--- src/rtl/uart_tx_hamming13.sv ---
// UART transmitter: Hamming SECDED-13 encodes a byte and sends it as two 8N1 bytes (HI, idle gap, LO).
// Latency 1 cycle from accepted tx_start to start bit; no backpressure, tx_start is ignored while busy.
module uart_tx_hamming13 #(
  parameter int CLKS_PER_BIT = 8
) (
  input  logic       clk,
  input  logic       rst,
  input  logic       tx_start,
  input  logic [7:0] data_in,
  output logic       tx_serial,
  output logic       tx_busy,
  output logic       tx_done
);

  typedef enum logic [2:0] {
    IDLE, START_BIT, DATA_BITS, STOP_BIT, GAP, CLEANUP
  } state_t;

  localparam logic [15:0] LAST_CNT = 16'(CLKS_PER_BIT - 1);

  state_t      state, state_nxt;
  logic [15:0] cnt, cnt_nxt;
  logic [2:0]  bit_idx, bit_nxt;
  logic        sel_lo, sel_lo_nxt;
  logic [12:0] code, code_nxt;
  logic        serial_nxt, busy_nxt, done_nxt;
  logic        bit_end;
  logic [7:0]  cur_byte;

  // code[i-1] holds Hamming position i; code[12] is overall parity
  function automatic logic [12:0] encode(input logic [7:0] d);
    logic [12:0] c;
    c      = '0;
    c[2]   = d[0];
    c[4]   = d[1];
    c[5]   = d[2];
    c[6]   = d[3];
    c[8]   = d[4];
    c[9]   = d[5];
    c[10]  = d[6];
    c[11]  = d[7];
    c[0]   = c[2] ^ c[4] ^ c[6] ^ c[8] ^ c[10];
    c[1]   = c[2] ^ c[5] ^ c[6] ^ c[9] ^ c[10];
    c[3]   = c[4] ^ c[5] ^ c[6] ^ c[11];
    c[7]   = c[8] ^ c[9] ^ c[10] ^ c[11];
    c[12]  = ^c[11:0];
    return c;
  endfunction

  always_ff @(posedge clk) begin
    if (rst) begin
      state     <= IDLE;
      cnt       <= '0;
      bit_idx   <= '0;
      sel_lo    <= 1'b0;
      code      <= '0;
      tx_serial <= 1'b1;
      tx_busy   <= 1'b0;
      tx_done   <= 1'b0;
    end else begin
      state     <= state_nxt;
      cnt       <= cnt_nxt;
      bit_idx   <= bit_nxt;
      sel_lo    <= sel_lo_nxt;
      code      <= code_nxt;
      tx_serial <= serial_nxt;
      tx_busy   <= busy_nxt;
      tx_done   <= done_nxt;
    end
  end

  always_comb begin
    state_nxt  = state;
    cnt_nxt    = cnt;
    bit_nxt    = bit_idx;
    sel_lo_nxt = sel_lo;
    code_nxt   = code;
    bit_end    = (cnt == LAST_CNT);
    case (state)
      IDLE: begin
        if (tx_start) begin
          state_nxt  = START_BIT;
          code_nxt   = encode(data_in);
          sel_lo_nxt = 1'b0;
          cnt_nxt    = '0;
          bit_nxt    = '0;
        end
      end
      START_BIT: begin
        if (bit_end) begin
          cnt_nxt   = '0;
          state_nxt = DATA_BITS;
        end else begin
          cnt_nxt = cnt + 16'd1;
        end
      end
      DATA_BITS: begin
        if (bit_end) begin
          cnt_nxt = '0;
          if (bit_idx == 3'd7) begin
            bit_nxt   = '0;
            state_nxt = STOP_BIT;
          end else begin
            bit_nxt = bit_idx + 3'd1;
          end
        end else begin
          cnt_nxt = cnt + 16'd1;
        end
      end
      STOP_BIT: begin
        if (bit_end) begin
          cnt_nxt   = '0;
          state_nxt = sel_lo ? CLEANUP : GAP;
        end else begin
          cnt_nxt = cnt + 16'd1;
        end
      end
      GAP: begin
        if (bit_end) begin
          cnt_nxt    = '0;
          sel_lo_nxt = 1'b1;
          state_nxt  = START_BIT;
        end else begin
          cnt_nxt = cnt + 16'd1;
        end
      end
      CLEANUP: state_nxt = IDLE;
      default: state_nxt = IDLE;
    endcase

    // Outputs are decoded from the next state so they come straight out of flops
    cur_byte   = sel_lo_nxt ? {code_nxt[4:0], 3'b000} : code_nxt[12:5];
    serial_nxt = 1'b1;
    case (state_nxt)
      START_BIT: serial_nxt = 1'b0;
      DATA_BITS: serial_nxt = cur_byte[3'd7 - bit_nxt];
      default:   serial_nxt = 1'b1;
    endcase
    busy_nxt = (state_nxt != IDLE);
    done_nxt = (state_nxt == CLEANUP);
  end

endmodule

--- config.mk ---
export PLATFORM = sky130hd
export DESIGN_NAME = uart_tx_hamming13
export DESIGN_NICKNAME = d
export VERILOG_FILES = /design/src/rtl/uart_tx_hamming13.sv
export SDC_FILE = /design/constraint.sdc
export NUM_CORES = 1
export LEC_CHECK = 0
export CORE_MARGIN = 5
export CORE_UTILIZATION = 30
export CTS_CLUSTER_DIAMETER = 50
export DETAILED_ROUTE_END_ITERATION = 10
export GPL_ROUTABILITY_DRIVEN = 0
export GPL_TIMING_DRIVEN = 0
export PLACE_DENSITY = 0.47
export SLEW_MARGIN = 20
export SYNTH_ARGS = -nofsm -noshare
export SYNTH_HDL_FRONTEND = slang
export SYNTH_SLANG_ARGS = --single-unit
--- constraint.sdc ---
create_clock -name clk -period 3.1 [get_ports clk]
set_input_delay 0.31 -clock clk [delete_from_list [all_inputs] [get_ports clk]]
set_output_delay 0.31 -clock clk [all_outputs]
set_load 0.005 [all_outputs]
==> summary.txt, run 1 <==
Power
  • Clock power frac: 0.390
  • Sw Share: 0.250
  • Combinational power share: 0.130
  • Max VDD drop: 0.181 mV
  • Pwr dens: 434 nW/um^2
  • Leakage: 0.890 nW
  • Switching power total: 0.274 mW
  • Int Pwr: 0.826 mW
  • Sequential power share: 0.480

Die
  • IO Count: 14
  • Initial core utilization: 0.304
  • Die W: 95.2 um
  • Die H: 95.2 um
  • Cell Rows: 31
  • Core ar.: 7180 um^2
  • DIE AREA: 9070 um^2

Drt
  • ANT nets after route: 0
  • Vias per inst: 4.96
  • Final WL: 5140 um
  • Routed vias: 1,903
  • Drt first pass iters: 4
  • DR WL/cell: 13.4 um
  • Drt initial violations: 54
  • DRC viols: 0

Cells and area
  • FF/Latch Area: 781 um^2
  • Ant diodes: 0
  • Fillers: 760
  • Area Overhead vs Synth: 16.4%
  • Share of layout cells above drive strength 1: 0.0702
  • Footprint of the multi-input gates: 1310 um^2
  • Final Core Density: 0.353
  • Final nets: 298

Yosys
  • Yosys reg bits: 39
  • Netlist Area Pre-Place: 2180 um^2
  • Most frequent cells after synthesis: 39 x dfxtp_1, 31 x nand2_1, 26 x nor2_1
  • Yosys top cell area share: 0.358
  • Ys async rst share: 0
  • Post-synth EDFFs: 0
  • Main area contributors after synthesis: dfxtp_1 36%, nand2_1 5.3%, a21oi_1 4.8%, xnor2_1 4.8%, nor2_1 4.5%
  • YS warnings: 0
  • Sequential fraction of the synthesis area: 0.358
  • Cells after Synth: 265
  • Primary FF master, synth: dfxtp_1
  • Yosys cell types: 54
  • Mapped Avg Cell Area: 8.22 um^2
  • Syn_nets: 279
  • Top-count cell post-synth: dfxtp_1
  • Post-synth top area cell: dfxtp_1

CTS
  • Skew-Pair Late Insertion Delay: 290 ps
  • Post-CTS Setup Inserts: 0
  • Inserted Clock Buffers: 5
  • Clock transition at path regs: 80 ps
  • Max clock buf depth: 2
  • H-tree Lvls: 2
  • CTS tree: built
  • # clock sinks: 39
  • Clk Tree Root Cell: clkbuf_8
  • Post-CTS Hold Fix Bufs: 0
  • CTS resizes: 0

GRT
  • Largest net degree at the start of global routing: 14
  • First-pass GRT wire length: 9130 um
  • Total GRT Usage: 0.127
  • Initial antenna violation count: 0
  • Number of global-route vias before repair: 1,920
  • Grt ovf: 0

Place
  • Worst slack at placement: 322 ps
  • Post-detail-place hpwl: 3870 um
  • Port Buffers: 12

Flow run
  • Max cap viols: 0

Critical path
  • CP max stage cell: a311oi_1
  • Crit-path cells: ha_1 -> nor4bb_1 -> and3_1 -> clkbuf_1 -> nand2_2 -> a311oi_1 -> o311ai_1 -> o221ai_1 -> nand3_1
  • CP Data Required Time: 3270 ps
  • Critical path class: flip-flop to flip-flop
  • Worst setup path start: cnt[0]
  • Startpoint types: flip-flop
  • Largest stage delay on the critical path: 520 ps
  • R2R Path Start: cnt[0]
  • Worst Path Arrival: 2850 ps
  • Maximum fanout along the worst path: 8
  • Worst Setup End Kind: flip-flop

Worst hold path
  • HP Class: primary input to flip-flop
  • HP Start: rst

Timing
  • Worst Clk Skew: 8.58 ps
  • Worst Tran Pin Value: 781 ps
  • Setup TNS after final layout: 0 ps
  • Final setup vio count: 0
  • Hold_ws: 365 ps
  • Slew HR: 0.478
  • Final Hold Fails: 0
  • Tmin final: 2690 ps
  • Fmax: 372 MHz
  • Final setup margin: 413 ps
  • Slew Viols, Final: 0
  • Final Cycle Share: 0.867
  • Unrepaired setup endpoints after global routing: false

Status
  • Status: finished clean
cell families (layout without fill, tap and decap cells):
group	after synthesis	after routing	synth area share
simple gates	113	113	0.280
fa+ha+maj	3	3	0.0172
flops	39	39	0.358
compound gates	58	58	0.162
buf+inv	20	40	0.0425
xor+xnor	24	24	0.103
mux	8	8	0.0373
critical path: cells and delay by family (launching register included):
family / cells / cell delay, ps
and+or+nand+nor: 4 / 720
buffers and inverters: 1 / 320
DFF: 1 / 390
adders and majority gates: 1 / 240
AOI/OAI and AO/OA: 3 / 900
path summary, 6_finish.rpt:
kind,end,slack (ps),depth (start not counted)
worst max-delay path,tx_serial,410,9
worst min-delay path,code[1],360,2
worst max register to register,tx_serial,410,9
worst min register to register,code[5],470,2
area by class of cell:
cell class,instances,share of cell area
Multi-Input combinational cell,206,0.515
Sequential cell,39,0.308
Tap cell,99,0.0488
Timing Repair Buffer,12,0.0474
Buffer,14,0.0276
Clock buffer,5,0.0271
Clock inverter,3,0.0173
Inverter,6,0.00888
power by group through the flow:
stage	Clock (mW)	Combinational [mW]	Sequential, mW
after floorplan	0	0.100	0.538
after detailed placement	0	0.146	0.540
final	0.429	0.143	0.528
after CTS	0.450	0.146	0.528
after global placement	0	0.147	0.540
after global routing	0.472	0.162	0.530
layout by cell type (no fill, tap or decap), drive strengths merged, types with 2 or more instances in the layout:
master / count
and3: 4
inv: 6
xor2: 11
nor2b: 6
and2: 2
mux2i: 7
ha: 3
clkdlybuf4s50: 12
a31oi: 5
nor2: 26
nor3: 6
nor4b: 3
o211ai: 2
clkinv: 2
dfxtp: 39
a21o: 2
xnor2: 12
a211oi: 2
o21ai: 15
nand4: 6
nand2: 32
buf: 2
a21oi: 21
and4: 3
clkbuf: 16
or3: 5
nand3: 7
a2111oi: 2
nor4: 5
stage by stage:
step           cells  total power, mW  cell area (um^2)
3_5_place_dp     376            0.686              2420
3_3_place_gp     376            0.686              2420
4_1_cts          384             1.12              2540
2_1_floorplan    265            0.638              2180
6_report         384             1.10              2540
5_1_grt          384             1.16              2540
routing by layer:
layer | routed length (um) | part of all wire | global-route usage | vias to the layer above
met1 | 2480 | 0.48 | 0.166 | 892
met5 | 0 | 0 | 0 | -
li1 | - | - | - | 984
met3 | 143 | 0.028 | 0.0284 | 8
met4 | 68 | 0.013 | 0.0445 | 0
met2 | 2440 | 0.48 | 0.205 | 19
state kept, by name (all words and copies together) (netlist names):
signal     cells
sel_lo         1
tx_serial      1
code          13
tx_busy        1
bit_idx        3
cnt           16
state          3
tx_done        1
Power figures use the tool's default switching activity.
==> run 2, diff against run 1 <==
--- a/config.mk
+++ b/config.mk
@@ -5,6 +5,7 @@
 export SDC_FILE = /design/constraint.sdc
 export NUM_CORES = 1
 export LEC_CHECK = 0
+export CAP_MARGIN = 20
 export CORE_MARGIN = 5
 export CORE_UTILIZATION = 30
 export CTS_CLUSTER_DIAMETER = 50
==> results of run 2 <==
The final DEF is identical to that of run 1; final timing and power are the same.
